**config.mk**
```make
export PLATFORM = sky130hd
export DESIGN_NAME = dmi_crc_check
export DESIGN_NICKNAME = d
export VERILOG_FILES = /design/src/rtl/dmi_crc_check.sv
export SDC_FILE = /design/constraint.sdc
export NUM_CORES = 1
export LEC_CHECK = 0
export CORE_MARGIN = 8
export CORE_UTILIZATION = 40
export DETAILED_ROUTE_END_ITERATION = 7
export GPL_TIMING_DRIVEN = 0
export PLACE_DENSITY_LB_ADDON = 0.08
export REMOVE_ABC_BUFFERS = 1
export SETUP_SLACK_MARGIN = 0.4
export SYNTH_ARGS = -nofsm -noshare
export SYNTH_HDL_FRONTEND = slang
export SYNTH_SLANG_ARGS = --single-unit
```
**constraint.sdc**
```tcl
create_clock -name i_clk -period 5.25 [get_ports i_clk]
set_clock_uncertainty 0.1 [all_clocks]
set_input_delay 0.7875 -clock i_clk [delete_from_list [all_inputs] [get_ports i_clk]]
set_output_delay 0.7875 -clock i_clk [all_outputs]
set_load 0.005 [all_outputs]
```
**src/rtl/dmi_crc_check.sv**
```systemverilog
// Receive-side Ethernet FCS checker: CRC-32 over 16-bit frame words including the FCS,
// compared against the 802.3 residue. Define DMI_CRC_STATS_EN to build the frame/error counters.
module dmi_crc_check #(
  parameter int MIN_FRAME_BYTES = 64,
  parameter int MAX_FRAME_BYTES = 1522,
  parameter int CNT_W           = 16
) (
  input  logic             i_clk,
  input  logic             i_rst,
  input  logic             i_valid,
  input  logic             i_sof,
  input  logic             i_eof,
  input  logic             i_odd,
  input  logic [15:0]      i_data,
  output logic             o_done,
  output logic             o_crc_ok,
  output logic             o_crc_err,
  output logic             o_len_err,
  output logic [CNT_W-1:0] o_frame_len,
  output logic [31:0]      o_crc,
  output logic [CNT_W-1:0] o_err_cnt,
  output logic [CNT_W-1:0] o_frame_cnt
);

  localparam logic [31:0]      CRC_POLY    = 32'h04C11DB7;
  localparam logic [31:0]      CRC_SEED    = 32'hFFFFFFFF;
  localparam logic [31:0]      CRC_RESIDUE = 32'hC704DD7B;
  localparam logic [CNT_W-1:0] MIN_LEN     = CNT_W'(MIN_FRAME_BYTES);
  localparam logic [CNT_W-1:0] MAX_LEN     = CNT_W'(MAX_FRAME_BYTES);

  typedef enum logic [1:0] {
    ST_IDLE,
    ST_RUN,
    ST_DONE
  } state_t;

  // Register holds x^31 in bit 31; each byte enters bit 0 first, as on the wire.
  function automatic logic [31:0] crc_step8(input logic [31:0] crc, input logic [7:0] data);
    logic [31:0] c;
    logic        fb;
    c = crc;
    for (int i = 0; i < 8; i++) begin
      fb = c[31] ^ data[i];
      c  = {c[30:0], 1'b0} ^ (fb ? CRC_POLY : 32'h0);
    end
    return c;
  endfunction

  // i_data[15:8] is the earlier byte, so it goes through the step first.
  function automatic logic [31:0] crc_step16(input logic [31:0] crc, input logic [15:0] data);
    return crc_step8(crc_step8(crc, data[15:8]), data[7:0]);
  endfunction

  state_t           state_q, state_d;
  logic [31:0]      crc_q;
  logic [CNT_W-1:0] cnt_q;

  logic             take_word;
  logic             start_frame;
  logic             odd_word;
  logic [31:0]      crc_base;
  logic [31:0]      crc_next;
  logic [CNT_W-1:0] cnt_base;
  logic [1:0]       word_bytes;
  logic [CNT_W:0]   cnt_sum;
  logic [CNT_W-1:0] cnt_next;
  logic             frame_end;
  logic             crc_match;
  logic             len_bad;

  // NOTE: every signal assigned in this block gets a default first so no latch is inferred.
  always_comb begin
    state_d     = state_q;
    take_word   = 1'b0;
    start_frame = 1'b0;
    case (state_q)
      ST_IDLE, ST_DONE: begin
        state_d = ST_IDLE;
        if (i_valid && i_sof) begin
          take_word   = 1'b1;
          start_frame = 1'b1;
          state_d     = i_eof ? ST_DONE : ST_RUN;
        end
      end
      ST_RUN: begin
        if (i_valid) begin
          // A SOF here drops the frame in flight and restarts on this word.
          take_word   = 1'b1;
          start_frame = i_sof;
          state_d     = i_eof ? ST_DONE : ST_RUN;
        end
      end
      default: state_d = ST_IDLE;
    endcase
  end

  always_comb begin
    odd_word   = i_eof && i_odd;
    crc_base   = start_frame ? CRC_SEED : crc_q;
    crc_next   = odd_word ? crc_step8(crc_base, i_data[15:8]) : crc_step16(crc_base, i_data);
    cnt_base   = start_frame ? '0 : cnt_q;
    word_bytes = odd_word ? 2'd1 : 2'd2;
    cnt_sum    = {1'b0, cnt_base} + (CNT_W + 1)'(word_bytes);
    cnt_next   = cnt_sum[CNT_W] ? '1 : cnt_sum[CNT_W-1:0];
  end

  assign frame_end = (state_q == ST_DONE);
  assign crc_match = (crc_q == CRC_RESIDUE);
  assign len_bad   = (cnt_q < MIN_LEN) || (cnt_q > MAX_LEN);

  // NOTE: state is updated with non-blocking assignments so every flop samples pre-edge values.
  always_ff @(posedge i_clk) begin
    if (i_rst) begin
      state_q <= ST_IDLE;
      crc_q   <= CRC_SEED;
      cnt_q   <= '0;
    end else begin
      state_q <= state_d;
      if (take_word) begin
        crc_q <= crc_next;
        cnt_q <= cnt_next;
      end
    end
  end

  // Results are taken from the DONE cycle's registers, so a frame starting in DONE cannot disturb them.
  always_ff @(posedge i_clk) begin
    if (i_rst) begin
      o_done      <= 1'b0;
      o_crc_ok    <= 1'b0;
      o_crc_err   <= 1'b0;
      o_len_err   <= 1'b0;
      o_frame_len <= '0;
    end else begin
      o_done <= frame_end;
      if (frame_end) begin
        o_crc_ok    <= crc_match;
        o_crc_err   <= !crc_match;
        o_len_err   <= len_bad;
        o_frame_len <= cnt_q;
      end
    end
  end

  assign o_crc = crc_q;

`ifdef DMI_CRC_STATS_EN
  logic [CNT_W-1:0] frame_cnt_q;
  logic [CNT_W-1:0] err_cnt_q;

  // Counters move on the same edge as o_done, so they already include the frame being reported.
  always_ff @(posedge i_clk) begin
    if (i_rst) begin
      frame_cnt_q <= '0;
      err_cnt_q   <= '0;
    end else if (frame_end) begin
      if (frame_cnt_q != '1) frame_cnt_q <= frame_cnt_q + CNT_W'(1);
      if (!crc_match && (err_cnt_q != '1)) err_cnt_q <= err_cnt_q + CNT_W'(1);
    end
  end

  assign o_frame_cnt = frame_cnt_q;
  assign o_err_cnt   = err_cnt_q;
`else
  assign o_frame_cnt = '0;
  assign o_err_cnt   = '0;
`endif

endmodule

```
Word level (Yosys, flattened, before mapping)
Cells that the tools add are included.
Cells by class
  $add $sub $neg: 1
  $lt $le $gt $ge: 2
  equality and inequality tests: 4
  mux-type cells: 30
  bitwise gates (word level): 32
  reductions and logical operators: 6
Operators with widths (number)
  32-bit by 27-bit bitwise XOR with 32-bit output: 16
  27-bit 2-to-1 mux: 16
  32-bit 2-to-1 mux: 2
  32-bit equality test (second input constant): 1
  16-bit 2-to-1 mux: 2
  16-bit by 2-bit adder with 17-bit output: 1
  16-bit by 11-bit greater-than comparator with 1-bit output (second input constant): 1
  16-bit by 7-bit < comparator with 1-bit output (second input constant): 1
  1-bit bitwise XOR: 16
  2-bit 2-to-1 mux: 4
  1-bit case mux with 2 select lines: 2
  2-bit case mux with 2 select lines: 1
  1-bit 2-to-1 mux: 3
  2-bit by 1-bit equality test with 1-bit output (second input constant): 1
  2-bit equality test (second input constant): 1
  1-bit logical AND: 2
  2-bit zero test: 1
  2-bit != test (second input constant): 1
  2-bit OR reduction: 1
  1-bit zero test: 1
  1-bit logical OR: 1
Storage, ports and cells
  flip-flop bits (word level): 70
  input port bits: 22
  logic and storage cells: 83

Depth between registers and ports, before layout
  depth after elaboration: 53
  gate-level depth with buffers: 15
  depth with buffers taken out: 11

Worst setup path after synthesis
No wires, ideal clock.
  path kind: in2reg
  start point: input port i_valid
  end point: register cnt_q[7]
  arrival: 3578 ps
  required time: 5064 ps
  slack: 1487 ps
  stages: 15
  buffers on the path: 4
  cells stage by stage: and2_1 > buf_4 > buf_2 > nand2_1 > clkbuf_1 > clkbuf_1 > and2_1 > ha_1 > fa_1 > nand4_1 > nor3_1 > nand3_1 > o21ai_0 > a21oi_1 > a211oi_1
On the way
  word-level cells in the longest chain between the ends: 6
  elaborated cells between the ends (all ways): 9
RTL lines
  start, declared: line 10  | input logic i_valid,
  1-bit logical AND: line 79  | if (i_valid && i_sof) begin
  1-bit 2-to-1 mux: line 79
  1-bit case mux with 2 select lines: line 76  | case (state_q)
  16-bit 2-to-1 mux: line 101  | cnt_base = start_frame ? '0 : cnt_q;
  16-bit by 2-bit adder with 17-bit output: line 103  | cnt_sum = {1'b0, cnt_base} + (CNT_W + 1)'(word_bytes);
  16-bit 2-to-1 mux: line 104  | cnt_next = cnt_sum[CNT_W] ? '1 : cnt_sum[CNT_W-1:0];
  end signal, assigned: line 121  | cnt_q <= cnt_next;
  end, declared: line 56  | logic [CNT_W-1:0] cnt_q;
Parallel ways exist; a longest one is shown, timed or not.
A chain may end at the register's enable or synchronous reset.

Worst setup path after layout
  start point: input port i_valid
  end point: register crc_q[13], in the netlist o_crc[13]
On the way
  word-level cells in the longest chain between the ends: 27
  elaborated cells between the ends (all ways): 52
RTL lines
  1-bit logical AND: line 79
  1-bit 2-to-1 mux: line 79
  1-bit case mux with 2 select lines: line 76
  32-bit 2-to-1 mux: line 99  | crc_base = start_frame ? CRC_SEED : crc_q;
  1-bit bitwise XOR or 32-bit by 27-bit bitwise XOR with 32-bit output (tied branches): line 43, 44
  27-bit 2-to-1 mux (tied with other cells): line 44  | c = {c[30:0], 1'b0} ^ (fb ? CRC_POLY : 32'h0);
  32-bit by 27-bit bitwise XOR with 32-bit output (tied with other cells): line 44
  32-bit by 27-bit bitwise XOR with 32-bit output or 27-bit 2-to-1 mux (tied branches): line 44
  [... 7 more ...]
  32-bit by 27-bit bitwise XOR with 32-bit output or 27-bit 2-to-1 mux (tied branches): line 44
  32-bit by 27-bit bitwise XOR with 32-bit output (4 in a row): line 44
  1-bit bitwise XOR or 32-bit by 27-bit bitwise XOR with 32-bit output (tied branches): line 43, 44
  27-bit 2-to-1 mux (tied with other cells): line 44
  32-bit by 27-bit bitwise XOR with 32-bit output (tied with other cells): line 44
  32-bit by 27-bit bitwise XOR with 32-bit output or 27-bit 2-to-1 mux (tied branches): line 44
  32-bit by 27-bit bitwise XOR with 32-bit output (2 in a row): line 44
  32-bit 2-to-1 mux: line 100  | crc_next = odd_word ? crc_step8(crc_base, i_data[15:8]) : crc_step16(crc_base, i_data);
  end signal, assigned: line 120  | crc_q <= crc_next;
  end, declared: line 55  | logic [31:0] crc_q;
Parallel ways exist; a longest one is shown, timed or not.

==> out/summary.txt <==
ROUTE
--------------------------------------------------------------------------------------
Average wire length per cell after detail routing                             19.97 µm
Initial drt markers                                                                335
Detailed-route vias per instance                                                 5.374
Vias post-DR                                                                      4794
Routed wire length                                                            17.81 mm
Number of DRC violations after detailed routing                                      0
Number of nets with antenna violations after routing                                 0
Number of iterations in the first detailed-routing pass                              5

GLOBAL ROUTE
--------------------------------------------------------------------------------------
First-pass GRT wire length                                                    27.57 mm
Antenna violations before repair                                                     0
GR met2 Demand/Resource                                                         32.85%
Remaining Overflow, GRT                                                              0
Total routing usage reported by global routing                                  19.64%
Met3 layer usage reported by global route                                       4.451%
GR Layer Usage met1                                                             23.96%
Vias in the first global route                                                    4788
Most crowded layer after global routing                                           met2
Maximum number of pins on one net before global-route repair                        48

WORST HOLD PATH
--------------------------------------------------------------------------------------
Number of cells traversed by the worst hold path                                     2
Hold path start                                                           o_frame_len[6]
Worst hold path endpoint                                                  o_frame_len[6]
HP Class                                                                  flop to flop

STA
--------------------------------------------------------------------------------------
Number of hold-slack violations in the final timing report                           0
Clock period minus worst slack                                                 4424 ps
Final setup slack of the worst path                                           826.1 ps
Worst-Margin Slew                                                              1387 ps
Relative max-transition margin                                                  7.548%
RSZ-0062 raised after global routing                                                no
Slew Limit Fails                                                                     0
Maximum frequency from static timing analysis                               0.2260 GHz
Share of the clock period used by the worst path                                84.26%
Final-layout setup total negative slack                                           0 ps
Setup Viol. Count Final                                                              0
Worst Hold Margin                                                             353.7 ps

CLOCKING
--------------------------------------------------------------------------------------
Clock insertion delay at the later pin of the skew report                       350 ps
CTS H-tree depth                                                                     3
Count of clock tree sinks                                                           70
Deepest clock path buffer count                                                      2
Count of hold buffers inserted by post-cts repair                                    0
Root buffer cell                                                             clkbuf_16
TritonCTS Buffers                                                                    9
TritonCTS clock tree                                                               yes
Buffer count from post-CTS setup fixing                                              0
Clock slew at the register clock pins of the worst setup and hold paths          60 ps

CRITICAL PATH
--------------------------------------------------------------------------------------
Number of buffers and inverters on the critical path                                 1
Data arrival time of the worst path                                            4560 ps
Crit path max-delay family                                                XOR/XNOR gates
Worst-path maximum fanout                                                           27
Slowest Stage Delay on Critical Path                                            640 ps
Required time worst endpoint                                                   5380 ps
Kind of capture point of the worst setup path                                     flop
Critical path's slowest cell                                                   xnor2_1
Critical path depth in cells                                                         9
Length in cells of the worst reg-to-reg path                                        11
Category of the most critical setup path                                  primary input to flop
Kind of start point of the critical path                                  primary input
RR Endpoint                                                                  cnt_q[13]
Reg2reg setup slack                                                            1480 ps
Reg-to-reg critical path startpoint                                         state_q[0]
Crit-path cells                                                           clkdlybuf4s50_1 > and2_2 > and2_2 > nor2_1 > xnor2_1 > xor2_2 > xnor3_1 > xnor2_1 > o21ai_1

FLOORPLAN
--------------------------------------------------------------------------------------
Height of the chip                                                            135.7 µm
Floorplan Core Area                                                          13930 µm²
Initial Util                                                                    41.13%
Row cnt                                                                             43
Width of the chip                                                             135.7 µm
Top Ports                                                                          106
Full die area                                                                18420 µm²

LAYOUT
--------------------------------------------------------------------------------------
Most frequent standard cell in the layout excluding fill and tap cells         xnor2_1
Proportion of layout cells with a drive suffix above 1                          7.584%
Filler cells                                                                      1380
Area growth from synthesis to layout                                            17.64%
Diode insertion count for antenna repair                                             0
Count of placed standard cells in the final layout, fillers left out               892
Nets                                                                               732
Most used cells in the layout excluding fill and tap cells                xnor2_1 (114), clkdlybuf4s50_1 (72), dfxtp_1 (70)

YOSYS
--------------------------------------------------------------------------------------
Post-Synthesis Cell Area                                                      5732 µm²
Cell type with the highest aggregate area in the netlist                       dfxtp_1
Post-synth EDFFs                                                                     0
Largest cells by area after synthesis                                     dfxtp_1 (24%), xnor2_1 (17%), xnor3_1 (7.1%), a21oi_1 (5.9%), buf_4 (4.5%)
Area fraction of the dominant cell type after synthesis                         24.45%
Synth Register Bits                                                                 70
Share of synthesized flip-flops with an asynchronous set or reset                   0%
Distinct cell type count after synthesis                                            62
Mapped Cells                                                                       666
Average instance area after synthesis                                        8.606 µm²
Top FF cell, synth                                                             dfxtp_1
Yosys warns                                                                          0
Fraction of the yosys area taken by sequential cells                            24.45%

PLACE
--------------------------------------------------------------------------------------
Count of input and output buffers                                                   73
Pre-CTS setup slack                                                          -330.3 ps
Routability cong.                                                               0.8901
Detailed Place HPWL                                                           12.89 mm
Instance count after placement with tap cells included                             876

RUN
--------------------------------------------------------------------------------------
Max-cap violations                                                                   0

POWER AND IR DROP
--------------------------------------------------------------------------------------
Peak supply drop                                                             0.4027 mV
Pwr per Cell Area                                                         763.6 nW/µm²
Total Power                                                                   5.149 mW
Cell leakage power                                                            2.547 nW

RUN STATUS
--------------------------------------------------------------------------------------
Outcome                                                                   complete, no violations

-- registers in the layout, summed over array words and instances, names as in the netlist --
register     count
o_done           1
state_q          2
o_len_err        1
o_crc_ok         1
cnt_q           16
o_crc           32
o_crc_err        1
o_frame_len     16
-- per-layer routing --
metal	vias to the layer above	part of all wire, %	wire, µm
met1	2285	42	7471
met5	-	0	0
met4	0	2.3	414
met3	28	7.0	1244
li1	2293	-	-
met2	188	49	8679
-- cell families after synthesis --
family,Yosys count,share of synthesized area (%)
AO/OA/AOI/OAI,154,15.85
XOR/XNOR,183,36.89
adder cells (fa/ha/maj),3,0.7858
buffers and inverters,80,7.815
flip-flops,70,24.45
multiplexers,1,0.1746
other,1,0.06543
AND/OR/NAND/NOR,174,13.97
-- power by group --
| group | internal, mW | switching [mW] | leakage, nW | total, mW |
|---|---|---|---|---|
| combinational | 1.95 | 1.80 | 1.84 | 3.75 |
| sequential | 0.605 | 0.150 | 0.571 | 0.755 |
| clock | 0.374 | 0.269 | 0.141 | 0.643 |
-- tightest hold or removal path: stages (launching register included) --
cell and delay (ps):
dfxtp_1 310, nand2_1 50, a21oi_1 50
-- worst max path at each step --
stage                 start   endpoint  slack, ps
CTS                   i_eof  cnt_q[11]        450
detailed placement    i_eof  cnt_q[11]       -330
global route        i_valid  o_crc[13]        610
finish              i_valid  o_crc[13]        830
global placement      i_sof  o_crc[10]      -1700
floorplan             i_sof  o_crc[10]       1350
-- metrics by stage --
stage | instance area (µm²) | util, %
global placement | 6371 | 45.72
floorplan | 5415 | -
CTS | 6736 | 48.34
global route | 6743 | 48.39
detailed placement | 6425 | 46.11
finish | 6743 | 48.39
-- area by class of cell --
type	instances	area (µm²)	area share, %
multi-input cells	547	4020	59.62
flip-flops and latches	70	1401	20.78
repair buffers	75	773.2	11.47
clock buffers	9	225.2	3.340
well taps	180	225.2	3.340
clock inverters	7	81.33	1.206
inverters	4	16.27	0.2412
-- cell usage after synthesis, types with 3 or more instances --
cell type	instances
a211oi_1	10
a21oi_1	68
a21oi_2	3
a22oi_1	5
a31oi_1	6
and2_1	4
and3_1	8
buf_1	4
buf_2	10
buf_4	34
clkbuf_1	27
dfxtp_1	70
inv_1	3
nand2_1	65
nand3_1	8
nand4_1	5
nand4b_1	4
nor2_1	47
nor2b_1	4
nor3_1	14
nor4_1	6
o21ai_0	35
o22ai_1	6
xnor2_1	114
xnor2_2	11
xnor3_1	18
xor2_1	26
xor2_2	5
xor3_1	4
-- timing repair --
action	4_1_cts	5_1_grt
hold endpoints to repair	0	0
setup endpoints to repair	16	13
pin swaps	0	0
resized for setup	3	2
Power figures use the tool's default switching activity.
